### src/rtl/multicycle_ctrl_pkg.sv
// multicycle_ctrl_pkg: state, opcode, immediate-type and writeback encodings shared by the controller and extension unit
package multicycle_ctrl_pkg;
  typedef enum logic [2:0] {
    S_IF   = 3'd0,
    S_ID   = 3'd1,
    S_EX   = 3'd2,
    S_MEM  = 3'd3,
    S_WB   = 3'd4,
    S_TRAP = 3'd7
  } state_t;
  localparam logic [6:0] OP_R     = 7'b0110011;
  localparam logic [6:0] OP_I     = 7'b0010011;
  localparam logic [6:0] OP_LOAD  = 7'b0000011;
  localparam logic [6:0] OP_STORE = 7'b0100011;
  localparam logic [1:0] EXT_NONE = 2'b00;
  localparam logic [1:0] EXT_I    = 2'b01;
  localparam logic [1:0] EXT_S    = 2'b10;
  localparam logic [1:0] WD_ALU   = 2'b00;
  localparam logic [1:0] WD_MEM   = 2'b01;
endpackage

### src/rtl/multicycle_ctrl_decode.sv
// mctrl_decode: combinational opcode/funct decode into datapath controls and instruction class flags
module mctrl_decode
  import multicycle_ctrl_pkg::*;
(
  input  logic [31:0] instr,
  output logic [1:0]  ext_op,
  output logic        alu_src,
  output logic [3:0]  alu_ctrl,
  output logic [1:0]  wd_sel,
  output logic        is_load,
  output logic        is_store,
  output logic        legal
);
  logic [6:0] op;
  logic [2:0] f3;
  logic is_r, is_i, unused_bits;
  assign op          = instr[6:0];
  assign f3          = instr[14:12];
  assign unused_bits = ^{instr[31], instr[29:15], instr[11:7]};
  assign is_r        = op == OP_R;
  assign is_i        = op == OP_I;
  assign is_load     = op == OP_LOAD;
  assign is_store    = op == OP_STORE;
  assign legal       = is_r | is_i | is_load | is_store;
  assign ext_op      = is_store ? EXT_S : (is_i | is_load) ? EXT_I : EXT_NONE;
  assign alu_src     = is_i | is_load | is_store;
  // instr[30] selects sub/sra; for I-type it is only an opcode bit on shift-right
  assign alu_ctrl    = is_r ? {instr[30], f3} : is_i ? {instr[30] && f3 == 3'b101, f3} : 4'b0000;
  assign wd_sel      = is_load ? WD_MEM : WD_ALU;
endmodule

### src/rtl/multicycle_ctrl.sv
// multicycle_ctrl: RV32I-subset multicycle FSM controller with memory watchdog; MCTRL_PERF_EN adds perf counters
module multicycle_ctrl
  import multicycle_ctrl_pkg::*;
#(
  parameter int WAIT_LIMIT = 255,
  parameter int WCNT_W     = 8
) (
  input  logic        clk,
  input  logic        rst_n,
  input  logic [31:0] instr,
  input  logic        mem_ready,
  output logic        mem_req,
  output logic        mem_we,
  output logic        mem_isel,
  output logic        ir_we,
  output logic        pc_we,
  output logic        rf_we,
  output logic [1:0]  wd_sel,
  output logic        alu_src,
  output logic [3:0]  alu_ctrl,
  output logic [1:0]  ext_op,
  output logic        illegal,
  output logic        timeout,
  output logic [2:0]  state
`ifdef MCTRL_PERF_EN
  ,
  output logic [31:0] perf_cycles,
  output logic [31:0] perf_retired
`endif
);
  localparam logic [WCNT_W-1:0] LIM_M1 = WCNT_W'(WAIT_LIMIT - 1);
  state_t cur, nxt;
  logic [WCNT_W-1:0] wcnt;
  logic [1:0] d_ext, d_wd;
  logic [3:0] d_alu;
  logic d_src, legal, is_load, is_store, waiting, expire, ex_phase;
  mctrl_decode u_dec (
    .instr   (instr),
    .ext_op  (d_ext),
    .alu_src (d_src),
    .alu_ctrl(d_alu),
    .wd_sel  (d_wd),
    .is_load (is_load),
    .is_store(is_store),
    .legal   (legal)
  );
  assign waiting = (cur == S_IF || cur == S_MEM) && !mem_ready;
  // the limit cycle counts as a wait only if mem_ready is still low in it
  assign expire  = WAIT_LIMIT != 0 && waiting && wcnt == LIM_M1;
  always_comb begin
    nxt = cur;
    case (cur)
      S_IF:    nxt = mem_ready ? S_ID : expire ? S_TRAP : S_IF;
      S_ID:    nxt = legal ? S_EX : S_TRAP;
      S_EX:    nxt = (is_load || is_store) ? S_MEM : S_WB;
      S_MEM:   nxt = mem_ready ? (is_store ? S_IF : S_WB) : expire ? S_TRAP : S_MEM;
      S_WB:    nxt = S_IF;
      default: nxt = S_TRAP;
    endcase
    ex_phase = cur == S_EX || cur == S_MEM || cur == S_WB;
    mem_req  = rst_n && (cur == S_IF || cur == S_MEM);
    mem_isel = cur == S_IF;
    mem_we   = cur == S_MEM && is_store;
    ir_we    = rst_n && cur == S_IF && mem_ready;
    pc_we    = ir_we;
    rf_we    = cur == S_WB;
    wd_sel   = cur == S_WB ? d_wd : WD_ALU;
    alu_src  = ex_phase && d_src;
    alu_ctrl = ex_phase ? d_alu : 4'b0000;
    ext_op   = ex_phase ? d_ext : EXT_NONE;
    state    = cur;
  end
  always_ff @(posedge clk) begin
    if (!rst_n) begin
      cur     <= S_IF;
      wcnt    <= '0;
      illegal <= 1'b0;
      timeout <= 1'b0;
    end else begin
      cur     <= nxt;
      wcnt    <= (waiting && nxt == cur) ? wcnt + 1'b1 : '0;
      illegal <= illegal | (cur == S_ID && !legal);
      timeout <= timeout | expire;
    end
  end
`ifdef MCTRL_PERF_EN
  always_ff @(posedge clk) begin
    if (!rst_n) begin
      perf_cycles  <= '0;
      perf_retired <= '0;
    end else begin
      if (cur != S_TRAP) perf_cycles <= perf_cycles + 32'd1;
      if (cur == S_WB || (cur == S_MEM && is_store && mem_ready)) perf_retired <= perf_retired + 32'd1;
    end
  end
`endif
endmodule

### config.mk
export PLATFORM = sky130hd
export DESIGN_NAME = multicycle_ctrl
export DESIGN_NICKNAME = d
export VERILOG_FILES = /design/src/rtl/multicycle_ctrl_pkg.sv /design/src/rtl/multicycle_ctrl_decode.sv /design/src/rtl/multicycle_ctrl.sv
export SDC_FILE = /design/constraint.sdc
export NUM_CORES = 1
export LEC_CHECK = 0
export ABC_CLOCK_PERIOD_IN_PS = 2350
export CAP_MARGIN = 0
export CORE_UTILIZATION = 38
export CTS_CLUSTER_DIAMETER = 80
export DETAILED_ROUTE_END_ITERATION = 8
export PLACE_DENSITY = 0.77
export RECOVER_POWER = 25
export SYNTH_ARGS = -nofsm -noshare
export SYNTH_HDL_FRONTEND = slang
export SYNTH_SLANG_ARGS = --single-unit
### constraint.sdc
create_clock -name clk -period 2.35 [get_ports clk]
set_clock_uncertainty 0.2 [all_clocks]
set_input_delay 0.3525 -clock clk [delete_from_list [all_inputs] [get_ports clk]]
set_output_delay 0.3525 -clock clk [all_outputs]
set_load 0.02 [all_outputs]
==> reports/qor.csv <==
metric;value;unit
status;complete, no violations;
n_antenna_cell;0;
cp.required;1800;ps
ys_top_cells_by_count;13 x dfxtp_1, 8 x nor4_2, 7 x nand2_1;
yosysSeqAreaShare;0.268;
p_leak;0.543;nW
coreArea;2300;µm²
crit_type;input pin to primary output;
synth_ff_type;dfxtp_1;
end_kind;primary output;
p_total;1.10;mW
whs;273;ps
yosysUniqueCellTypes;42;
area_growth;41.2;%
ios;55;
synth-async-reset-ratio;0;
met3_usage;0.0464;
finalMaxSlewViolations;0;
worst_ep_arrival_time;1740;ps
layout-drive-gt1-share;0.294;
grt_max_degree;13;
period_share;0.974;
yosysWarnings;0;
use_met1;0.251;
clk_pin_slew;80;ps
tightest_slew;573;ps
tns;0;ps
initial_core_util;0.422;
vias;885;
cts_tree;built;
nFillCells;203;
synth_top_area_share;0.268;
setup_viol;0;
die_h;52.5;µm
period_minus_slack;2290;ps
fmax;0.437;GHz
synth_edf_count;0;
setup_slack;60.2;ps
ant_nets;0;
multiInputGateArea;636;µm²
drt-initial-drc-count;10;
postSynthCellCount;99;
antenna_found_initial;0;
port_buffers;32;
ctsLongestPathBuffers;2;
syn_area;970;µm²
yosysMostFrequentCell;dfxtp_1;
hold_viol;0;
cts.sinks;13;
vias_per_cell;5.18;
globalRouteTotalUtil;0.190;
dp_cells;167;
p_per_area;801;nW/µm²
rsz0062_at_grt;false;
placementRows;17;
crit_fanout;6;
insertion_delay;280;ps
min_path_type;flip-flop to flip-flop;
root_buffer;clkbuf_4;
dr.pass1.iters;3;
fin_cells;171;
ys_ff_latch;13;
drcViolationCount;0;
grt-ovfl-total;0;
grt_pass1_wl;3800;µm
wire_per_inst;13.9;µm
numCtsBuffers;3;
cap_violations;0;
nets;181;
hpwl;1910;µm
fp.dieW;52.5;µm
wl;2370;µm
ir_worst_vdd;0.563;mV
seqCellArea;260;µm²
htree_levels;1;
startpoint_type;input pin;
gp_congestion;0.855;
busiest_layer;met2;
synth_area_leaders;dfxtp_1 27%, nor4_2 10%, nor3b_4 3.9%;
synth_nets;136;
first_global_vias;834;
met2_usage;0.304;
die-area;2760;µm²
pre_cts_ws;-362;ps
yosysTopAreaCell;dfxtp_1;
max_slew_margin;0.618;
synth_area_per_cell;9.79;µm²
metal layers:
metal  vias to the layer above  share of wire  wire (µm)
li1                        446              -          -
met1                       421           0.46       1100
met2                        16           0.50       1190
met3                         2          0.027         63
met4                         0         0.0080         19
met5                         -              0          0
cell usage in the layout, fill, tap and decap left out, types with 4 or more instances in the layout:
| cell type | instances |
|---|---|
| nor2_1 | 5 |
| nand2_1 | 7 |
| clkdlybuf4s50_1 | 18 |
| clkbuf_2 | 4 |
| nor4_2 | 8 |
| buf_4 | 11 |
| and3_1 | 5 |
| nor2b_1 | 4 |
| dfxtp_1 | 13 |
| nand3_1 | 4 |
worst max-delay path, cell delays in order:
cell and delay, ps:
clkdlybuf4s50_1 510, nand4bb_4 150, a211oi_4 250, and3_1 200
clkdlybuf4s15_2 270
metrics by stage:
stage / cell area (µm²) / utilization
6_report: 1370 / 0.596
5_1_grt: 1370 / 0.596
4_1_cts: 1420 / 0.620
3_5_place_dp: 1390 / 0.603
3_3_place_gp: 1390 / 0.603
2_1_floorplan: 970 / -
power breakdown:
group	leakage, nW	internal (mW)	switching, mW
sequential	0.106	0.253	0.0228
clock	0.0150	0.0659	0.0763
combinational	0.422	0.298	0.381
path summary, 6_finish.rpt:
check,slack [ps],end,cells after the start,from
worst min register to register,270,timeout,1,timeout
worst max-delay path,60,alu_ctrl[2],5,instr[0]
worst max register to register,390,wcnt[2],5,state[1]
worst min-delay path,270,timeout,1,timeout
area by class of cell:
cell class / instances / area share
sequential: 13 / 0.190
tap: 28 / 0.0256
multi-input combinational: 77 / 0.464
inverter: 3 / 0.00823
timing repair buffer: 46 / 0.293
clock buffer: 4 / 0.0192
cells by family (layout without fill, tap and decap cells):
kind of cell / Yosys count / after routing / synth area share
simple gates: 50 / 50 / 0.421
compound gates: 17 / 17 / 0.141
flops: 13 / 13 / 0.268
buf+inv: 9 / 53 / 0.0697
xor+xnor: 7 / 7 / 0.0710
fa+ha+maj: 2 / 2 / 0.0258
other cells: 1 / 1 / 0.00387
state kept, by name (all words and copies together) (netlist names):
signal / cells
wcnt: 8
state: 3
illegal: 1
timeout: 1
timing repair:
action                     4_1_cts  5_1_grt
resized for setup               25       10
pin swaps                        0        2
setup endpoints to repair       12        9
buffers inserted                 0        0
hold buffers                     0        0
Note: power is estimated with default switching activity, not from simulation.
